==> config.mk <==
export PLATFORM = sky130hd
export DESIGN_NAME = jam_cost_arbiter
export DESIGN_NICKNAME = d
export VERILOG_FILES = /design/src/rtl/jam_pkg.sv /design/src/rtl/jam_rr_picker.sv /design/src/rtl/jam_cost_arbiter.sv
export SDC_FILE = /design/constraint.sdc
export NUM_CORES = 1
export LEC_CHECK = 0
export BUFFER_PORTS_ARGS = -buffer_cell sky130_fd_sc_hd__buf_2
export CAP_MARGIN = 20
export CORE_MARGIN = 5
export CORE_UTILIZATION = 45
export DETAILED_ROUTE_END_ITERATION = 12
export PLACE_DENSITY_LB_ADDON = 0.08
export SLEW_MARGIN = 20
export SYNTH_ARGS = -nofsm -noshare
export SYNTH_HDL_FRONTEND = slang
export SYNTH_HIERARCHICAL = 1
export SYNTH_SLANG_ARGS = --single-unit
==> constraint.sdc <==
create_clock -name CLK -period 2.6 [get_ports CLK]
set_input_delay 0 -clock CLK [delete_from_list [all_inputs] [get_ports CLK]]
set_output_delay 0 -clock CLK [all_outputs]
set_load 0.02 [all_outputs]
==> src/rtl/jam_pkg.sv <==
// Shared widths, lock-state encoding and round-robin index helper for the jam cost arbiter.
// Widths match the 8x8 worker/job cost table: 3-bit indices, 7-bit costs, up to 8 engines.
package jam_pkg;

  localparam int JAM_IDX_W   = 3;
  localparam int JAM_COST_W  = 7;
  localparam int JAM_MAX_REQ = 8;

  typedef enum logic {
    LK_UNLOCKED = 1'b0,
    LK_LOCKED   = 1'b1
  } lock_state_e;

  function automatic logic [JAM_IDX_W-1:0] jam_inc_mod(input logic [JAM_IDX_W-1:0] idx,
                                                       input int n);
    if (int'(idx) >= n - 1) return '0;
    return idx + JAM_IDX_W'(1);
  endfunction

endpackage

==> src/rtl/jam_rr_picker.sv <==
// Combinational round-robin one-hot picker: rotate by rr_ptr, keep lowest set bit, rotate back.
// force_en restricts the grant to force_id alone (no grant if that requester is idle).
module jam_rr_picker
  import jam_pkg::*;
#(
  parameter int NREQ = 4
) (
  input  logic [NREQ-1:0]      req,
  input  logic [JAM_IDX_W-1:0] rr_ptr,
  input  logic                 force_en,
  input  logic [JAM_IDX_W-1:0] force_id,
  output logic [NREQ-1:0]      grant
);

  localparam logic [NREQ-1:0] ONE = NREQ'(1);

  logic [NREQ-1:0] rot;
  logic [NREQ-1:0] pick;

  always_comb begin
    rot   = NREQ'({req, req} >> rr_ptr);
    pick  = rot & (~rot + ONE);
    grant = NREQ'({pick, pick} >> (NREQ - int'(rr_ptr)));
    if (force_en) begin
      for (int i = 0; i < NREQ; i++) begin
        grant[i] = req[i] && (force_id == JAM_IDX_W'(i));
      end
    end
  end

endmodule

==> src/rtl/jam_cost_arbiter.sv <==
// Shares the cost-ROM read port among NREQ engines: round-robin grants, optional owner lock.
// Fire-to-response latency ROM_LAT+2, one read per cycle, responses in order with no backpressure.
module jam_cost_arbiter
  import jam_pkg::*;
#(
  parameter int NREQ     = 4,
  parameter int ROM_LAT  = 0,
  parameter int LOCK_MAX = 8
) (
  input  logic                  CLK,
  input  logic                  RST_N,
  input  logic [NREQ-1:0]       req_valid,
  input  logic [NREQ-1:0]       req_lock,
  input  logic [3*NREQ-1:0]     req_w,
  input  logic [3*NREQ-1:0]     req_j,
  output logic [NREQ-1:0]       req_ready,
  output logic [JAM_IDX_W-1:0]  W,
  output logic [JAM_IDX_W-1:0]  J,
  input  logic [JAM_COST_W-1:0] Cost,
  output logic                  rsp_valid,
  output logic [JAM_IDX_W-1:0]  rsp_id,
  output logic [JAM_COST_W-1:0] rsp_cost
);

  localparam int CNT_W = $clog2(LOCK_MAX + 1);

  lock_state_e                   state_q, state_d;
  logic [JAM_IDX_W-1:0]          owner_q, owner_d;
  logic [JAM_IDX_W-1:0]          rr_ptr_q, rr_ptr_d;
  logic [CNT_W-1:0]              lock_cnt_q, lock_cnt_d;
  logic [JAM_IDX_W-1:0]          w_q, w_d, j_q, j_d;
  logic [ROM_LAT:0]              tag_vld_q, tag_vld_d;
  logic [ROM_LAT:0][JAM_IDX_W-1:0] tag_id_q, tag_id_d;
  logic                          rsp_vld_q, rsp_vld_d;
  logic [JAM_IDX_W-1:0]          rsp_id_q, rsp_id_d;
  logic [JAM_COST_W-1:0]         rsp_cost_q, rsp_cost_d;

  logic                          locked;
  logic [NREQ-1:0]               fire;
  logic                          any_fire;
  logic                          fire_lock;
  logic [JAM_IDX_W-1:0]          fire_id, fire_w, fire_j;

  assign locked = (state_q == LK_LOCKED);

  jam_rr_picker #(.NREQ(NREQ)) u_picker (
    .req      (req_valid),
    .rr_ptr   (rr_ptr_q),
    .force_en (locked),
    .force_id (owner_q),
    .grant    (req_ready)
  );

  always_comb begin
    fire      = req_valid & req_ready;
    any_fire  = |fire;
    fire_lock = |(fire & req_lock);
    fire_id   = '0;
    fire_w    = '0;
    fire_j    = '0;
    for (int i = 0; i < NREQ; i++) begin
      if (fire[i]) begin
        fire_id = JAM_IDX_W'(i);
        fire_w  = req_w[3*i +: 3];
        fire_j  = req_j[3*i +: 3];
      end
    end
  end

  always_comb begin
    state_d    = state_q;
    owner_d    = owner_q;
    lock_cnt_d = lock_cnt_q;
    rr_ptr_d   = rr_ptr_q;
    case (state_q)
      LK_UNLOCKED: begin
        if (any_fire) begin
          if (fire_lock) begin
            state_d    = LK_LOCKED;
            owner_d    = fire_id;
            lock_cnt_d = CNT_W'(1);
          end else begin
            rr_ptr_d = jam_inc_mod(fire_id, NREQ);
          end
        end
      end
      LK_LOCKED: begin
        // lock_cnt counts grants already taken in this lock; the LOCK_MAX-th grant always releases.
        if (any_fire) begin
          if (fire_lock && (lock_cnt_q < CNT_W'(LOCK_MAX - 1))) begin
            lock_cnt_d = lock_cnt_q + CNT_W'(1);
          end else begin
            state_d    = LK_UNLOCKED;
            lock_cnt_d = '0;
            rr_ptr_d   = jam_inc_mod(fire_id, NREQ);
          end
        end
      end
      default: state_d = LK_UNLOCKED;
    endcase
  end

  always_comb begin
    w_d          = any_fire ? fire_w : w_q;
    j_d          = any_fire ? fire_j : j_q;
    tag_vld_d    = tag_vld_q;
    tag_id_d     = tag_id_q;
    tag_vld_d[0] = any_fire;
    tag_id_d[0]  = fire_id;
    for (int k = 1; k <= ROM_LAT; k++) begin
      tag_vld_d[k] = tag_vld_q[k-1];
      tag_id_d[k]  = tag_id_q[k-1];
    end
    rsp_vld_d  = tag_vld_q[ROM_LAT];
    rsp_id_d   = rsp_id_q;
    rsp_cost_d = rsp_cost_q;
    if (tag_vld_q[ROM_LAT]) begin
      rsp_id_d   = tag_id_q[ROM_LAT];
      rsp_cost_d = Cost;
    end
  end

  always_ff @(posedge CLK or negedge RST_N) begin
    if (!RST_N) begin
      state_q    <= LK_UNLOCKED;
      owner_q    <= '0;
      rr_ptr_q   <= '0;
      lock_cnt_q <= '0;
      w_q        <= '0;
      j_q        <= '0;
      tag_vld_q  <= '0;
      tag_id_q   <= '0;
      rsp_vld_q  <= 1'b0;
      rsp_id_q   <= '0;
      rsp_cost_q <= '0;
    end else begin
      state_q    <= state_d;
      owner_q    <= owner_d;
      rr_ptr_q   <= rr_ptr_d;
      lock_cnt_q <= lock_cnt_d;
      w_q        <= w_d;
      j_q        <= j_d;
      tag_vld_q  <= tag_vld_d;
      tag_id_q   <= tag_id_d;
      rsp_vld_q  <= rsp_vld_d;
      rsp_id_q   <= rsp_id_d;
      rsp_cost_q <= rsp_cost_d;
    end
  end

  assign W         = w_q;
  assign J         = j_q;
  assign rsp_valid = rsp_vld_q;
  assign rsp_id    = rsp_id_q;
  assign rsp_cost  = rsp_cost_q;

endmodule
==> reports/metrics.yaml, run 1 <==
viasPerCell: 5.35
dieHeight_um: 73.3
outcome: "finished with violations"
r2r_start: "rr_ptr_q[0]$_DFFE_PN0P_"
slowest_stage: "mux4_2"
cts_tree: "done"
worst_hold_path_type: "primary input to register"
start_kind: "register"
drv_slew: 0
path_buf_inv: 2
worstHoldPathCells: 3
hold_slack_ns: 0.0318
syn_inst: 201
critPathTopFamily: "multiplexers"
slowest_delay_ns: 0.61
synth-seq-cells: 28
antenna_found_initial: 0
fin_crit_sh: 1.02
fin_crit_ns: 2.65
worstSetupPathType: "register to register"
crit_chain: "mux4_2, buf_6, nor4_4, nor3b_2, o31ai_2, buf_4, nand3_2, nand4_1, and2_4, mux2_4"
core_sq_um: 3940
cts.sinks: 28
grt_usage: 0.175
holdPathEnd: "W[0]$_DFFE_PN0P_"
cts_made_buffers: 3
skew_ns: 0.00277
cp-end-kind: "register"
final-setup-viol-count: 4
cts_max_level: 1
rsz0062_at_grt: "yes"
worstPathRequired_ns: 2.76
drtIter0Drc: 147
row_count: 23
clk_pin_slew_ns: 0.09
drc: 0
post_dp_cell_area_sq_um: 2300
violations: "setup timing"
place_congestion: 0.909
grt_pass1_wl_mm: 7.62
powerDensity_nw_per_um2: 1010
ir_drop_mv: 0.483
clock.fmax_ghz: 0.377
dieWidth_um: 73.3
cts-root-buf: "clkbuf_8"
ios: 62
wl_mm: 5.18
netlist_area_sq_um: 1800
grt-ovfl-total: 0
avgRoutedWirePerCell_um: 14.8
hpwlAfterDp_mm: 3.55
first_pass_iters: 4
yosysWarnings: 6
avgSynthCellArea_sq_um: 8.98
fin_nets: 343
final_area_sq_um: 2730
cap_viol_max_count: 0
die_area_sq_um: 5380
ys_seq_area_frac: 0.388
dr_total_vias: 1874
reg2reg_setup_slack_ns: -0.05
pre_cts_slack_ns: -0.0655
reg2reg_to: "owner_q[1]$_DFFE_PN0P_"
grt_max_degree: 29
clk_latency_ns: 0.27
power_mw: 2.75
portBuffers: 60
start_util: 0.458
synth.distinct_cells: 46
setup_slack_ns: -0.0506
hold_viol: 0
drive_gt1_frac: 0.445
p_leak_nw: 1.24
relSlewSlack: 0.604
final_cell_mix: "buf_2, dfrtp_1, buf_4"
area_growth_pct: 51.2
worst_pin_slew_ns: 0.595
r2r_cells: 10
clockBufferDepth: 2
min_from: "req_w[0]"
grt_pass1_vias: 1745
crit_fanout: 6
arrival_ns: 2.81
ant_nets: 0
final_common_cell: "buf_2"
==> worst min-delay path: stages <==
cell,delay [ns]
buf_2,0.07
o21ai_0,0.07
a31oi_1,0.12
==> metrics by stage <==
stage               setup TNS [ns]  instances  utilization
detailed placement          -0.172        327        0.583
floorplan                    -3.79        207            -
CTS                       -0.00287        346        0.646
global placement            -0.167        327        0.583
finish                      -0.144        350        0.692
global route                 -2.77        349        0.692
==> state kept, by name, summed over array words and instances, names as in the netlist, 2 cells and up <==
name and cells:
rsp_cost 7, lock_cnt_q 4, rr_ptr_q 2, rsp_id 2, J 3, tag_id_q 2, owner_q 2, W 3
==> layer usage <==
layer | vias to the layer above | wire length [um] | GRT usage
li1 | 928 | - | -
met1 | 888 | 2240 | 0.243
met2 | 54 | 2650 | 0.298
met3 | 4 | 236 | 0.0123
met4 | 0 | 57 | 0.0382
met5 | - | 0 | 0
==> cell families (layout without fill, tap and decap cells) <==
family | count (synthesis) | after routing | share of synthesized area
simple gates | 86 | 86 | 0.257
compound gates | 51 | 51 | 0.176
flops | 28 | 28 | 0.388
buf+inv | 17 | 109 | 0.0603
mux | 15 | 15 | 0.0978
fa+ha+maj | 2 | 2 | 0.0139
other cells | 1 | 8 | 0.00208
xor+xnor | 1 | 1 | 0.00486
==> cell usage after synthesis, drive strengths merged <==
| library cell | instances | area share |
|---|---|---|
| o21ai | 21 | 0.064 |
| a2bb2oi | 1 | 0.0049 |
| a31oi | 8 | 0.028 |
| nor3 | 2 | 0.0055 |
| nor2b | 1 | 0.0035 |
| a21oi | 9 | 0.025 |
| nand4 | 2 | 0.0069 |
| nor3b | 3 | 0.012 |
| clkbuf | 5 | 0.016 |
| ha | 2 | 0.014 |
| and3 | 3 | 0.011 |
| nor4bb | 2 | 0.011 |
| o31ai | 2 | 0.0083 |
| dfrtp | 28 | 0.39 |
| conb | 1 | 0.0021 |
| inv | 6 | 0.012 |
| nand2 | 22 | 0.047 |
| o211ai | 1 | 0.0042 |
| or2 | 1 | 0.0035 |
| and2 | 4 | 0.014 |
| buf | 6 | 0.032 |
| nand2b | 5 | 0.017 |
| a222oi | 1 | 0.0055 |
| mux2 | 11 | 0.069 |
| mux2i | 3 | 0.017 |
| nor2 | 10 | 0.021 |
| nand3b | 6 | 0.025 |
| nor4 | 2 | 0.0069 |
| a21boi | 1 | 0.0042 |
| xnor2 | 1 | 0.0049 |
| a21o | 1 | 0.0042 |
| o2bb2ai | 2 | 0.0097 |
| mux4 | 1 | 0.012 |
| a22o | 2 | 0.0097 |
| a211oi | 2 | 0.0083 |
| nand3 | 21 | 0.058 |
| nor4b | 1 | 0.0083 |
| and3b | 1 | 0.0049 |
==> timing repair <==
item                                   4_1_cts  5_1_grt
hold buffers                                14        0
buffers inserted                             1        2
setup endpoints to repair                    8       17
resized for setup                            6       37
pin swaps                                    1        9
endpoints found under the hold margin       41        0
cloned                                       0        1
==> final cells by class <==
class	count	area, sq um
Fill cell	320	1210
Multi-Input combinational cell	162	1210
Sequential cell	28	701
Timing Repair Buffer	99	661
Tap cell	50	62.6
Clock buffer	3	41.3
Clock inverter	1	30.0
Inverter	6	22.5
Antenna cell	1	2.50
==> power by group <==
part           leakage, nW  internal [mW]  total (mW)  switching [mW]
clock network       0.0357          0.206       0.333           0.127
registers            0.347          0.626       0.800           0.173
logic                0.858          0.765        1.62           0.853
total                 1.24           1.60        2.75            1.15
==> worst max-delay path by stage <==
stage	startpoint	cells after the start	end
3_3_place_gp	rr_ptr_q[0]$_DFFE_PN0P_	9	owner_q[0]$_DFFE_PN0P_
3_5_place_dp	rr_ptr_q[0]$_DFFE_PN0P_	9	rr_ptr_q[0]$_DFFE_PN0P_
6_report	rr_ptr_q[0]$_DFFE_PN0P_	10	owner_q[1]$_DFFE_PN0P_
2_1_floorplan	rr_ptr_q[0]$_DFFE_PN0P_	9	owner_q[0]$_DFFE_PN0P_
5_1_grt	rr_ptr_q[0]$_DFFE_PN0P_	11	lock_cnt_q[2]$_DFFE_PN0P_
4_1_cts	rr_ptr_q[0]$_DFFE_PN0P_	10	owner_q[1]$_DFFE_PN0P_
No activity file was read; power rests on OpenSTA's default activity.
==> run 2: changes to the inputs <==
Settings changed: CORE_UTILIZATION 45 to 54, CTS_CLUSTER_SIZE from default to 28.
Clock period 2.6 ns to 3.34 ns, I/O delays scaled along.
==> run 2 against run 1 <==
  * The flow now finishes without violations
  * Clock skew up 0.0018 ns
  * Count of clock-buffer cells in the layout unchanged
  * Global-route usage up 4.6 points
  * Maximum frequency down 19%
  * Die area down 14%
  * Routed wire length down 2.1%
  * First-iteration DRC count down 37%
  * Highest routed layer unchanged
==> reports/metrics.yaml, run 2 (same netlist as run 1, synthesis figures left out) <==
outcome: "finished clean"
skew_ns: 0.00453
start_util: 0.549
start_kind: "register"
arrival_ns: 3.52
worstSetupPathType: "register to register"
hold_viol: 0
clk_latency_ns: 0.31
final_area_sq_um: 2450
power_frac_seq: 0.340
p_switching_mw: 0.822
ir_drop_mv: 0.326
p_leak_nw: 1.14
largest_reg_flops: 7
top_layer_used: "met4"
intPower_mw: 1.01
worst_pin_slew_ns: 0.607
die_area_sq_um: 4600
area_growth_pct: 35.6
dieWidth_um: 67.8
cts_tree: "done"
fin_crit_sh: 0.976
cap_viol_max_count: 0
dieHeight_um: 67.8
clockBufferDepth: 2
n_antenna_cell: 0
final_cell_mix: "buf_2, dfrtp_1, nand2_1"
relSlewSlack: 0.596
dr_wl_met2_mm: 2.57
fin_crit_ns: 3.26
ant_nets: 0
viasPerCell: 5.70
wl_mm: 5.07
final-setup-viol-count: 0
worst_hold_path_type: "primary input to register"
grt_max_degree: 29
dr_total_vias: 1908
core_sq_um: 3280
power_frac_clock: 0.072
grt-ovfl-total: 0
drc: 0
grt_usage: 0.221
worstPathRequired_ns: 3.60
grt_pass1_vias: 1765
place_congestion: 0.924
power_mw: 1.83
drv_slew: 0
clk_pin_slew_ns: 0.14
final_common_cell: "buf_2"
cts_made_buffers: 3
drtIter0Drc: 93
powerDensity_nw_per_um2: 750
grt_pass1_wl_mm: 7.80
drive_gt1_frac: 0.346
ios: 62
fin_nets: 334
crit_fanout: 7
p_sw_frac: 0.448
avgRoutedWirePerCell_um: 15.1
portBuffers: 60
first_pass_iters: 4
row_count: 21
clock.fmax_ghz: 0.307
pwr-share-comb: 0.588
post_dp_cell_area_sq_um: 2130
wl_met1_mm: 2.11
antenna_found_initial: 0
routed-wl-met3_um: 334
hpwlAfterDp_mm: 3.31
cp-end-kind: "register"
cts.sinks: 28
cts_max_level: 1
cts-root-buf: "clkbuf_4"
## run 2: worst paths after layout
kind / endpoint / start / slack (ns) / depth (start not counted)
worst max-delay path: W[0]$_DFFE_PN0P_ / rr_ptr_q[0]$_DFFE_PN0P_ / 0.08 / 10
worst min-delay path: W[2]$_DFFE_PN0P_ / req_w[2] / 0.02 / 3
worst max register to register: W[0]$_DFFE_PN0P_ / rr_ptr_q[0]$_DFFE_PN0P_ / 0.08 / 10
worst min register to register: rsp_id[0]$_DFFE_PN0P_ / tag_id_q[0]$_DFF_PN0_ / 0.50 / 1
max in group asynchronous: rr_ptr_q[1]$_DFFE_PN0P_ / RST_N / 2.71 / 2
min in group asynchronous: lock_cnt_q[1]$_DFFE_PN0P_ / RST_N / 0.21 / 2
## run 2: critical path, cell delays in order (launching register included)
cell and delay [ns]:
dfrtp_1 0.42, mux4_2 0.65, nand3b_1 0.18, o21ai_1 0.10, o21ai_1 0.16, o211ai_1 0.21
a222oi_1 0.52, buf_4 0.22, o21ai_0 0.08, a31oi_1 0.12, dlygate4sd3_1 0.55
## run 2: metal layers
layer | vias to the layer above | global-route usage
li1 | 903 | -
met1 | 918 | 0.286
met2 | 79 | 0.377
met3 | 8 | 0.0266
met4 | 0 | 0.0794
met5 | - | 0
## run 2: what timing repair did
action,4_1_cts,5_1_grt
gates resized for setup,0,13
buffers inserted,0,8
endpoints found under the hold margin,41,0
endpoints found under the setup margin,0,3
hold buffers,20,0
## run 2: cell type report
type | instances | area, sq um
Multi-Input combinational cell | 162 | 1070
Timing Repair Buffer | 90 | 574
Sequential cell | 28 | 702
Tap cell | 46 | 57.6
Clock buffer | 3 | 22.5
Fill cell | 258 | 837
Inverter | 6 | 22.5
## run 2: metrics by stage
stage | hold WS [ns] | utilization | worst slack [ns] | std cells | TNS (ns)
2_1_floorplan | -0.296 | - | 0.0629 | 207 | 0
3_3_place_gp | 0.0402 | 0.648 | 0.457 | 306 | 0
3_5_place_dp | 0.0396 | 0.648 | 0.388 | 306 | 0
4_1_cts | 0.0884 | 0.716 | 0.0415 | 329 | 0
5_1_grt | 0.0639 | 0.745 | -0.105 | 335 | -0.105
6_report | 0.0189 | 0.745 | 0.0792 | 335 | 0
## run 2: power by group through the flow
stage | combinational (mW) | clock, mW | sequential, mW
2_1_floorplan | 0.582 | 0 | 0.696
3_3_place_gp | 0.899 | 0 | 0.614
3_5_place_dp | 0.912 | 0 | 0.621
4_1_cts | 0.975 | 0.134 | 0.613
5_1_grt | 1.18 | 0.151 | 0.642
6_report | 1.08 | 0.132 | 0.623
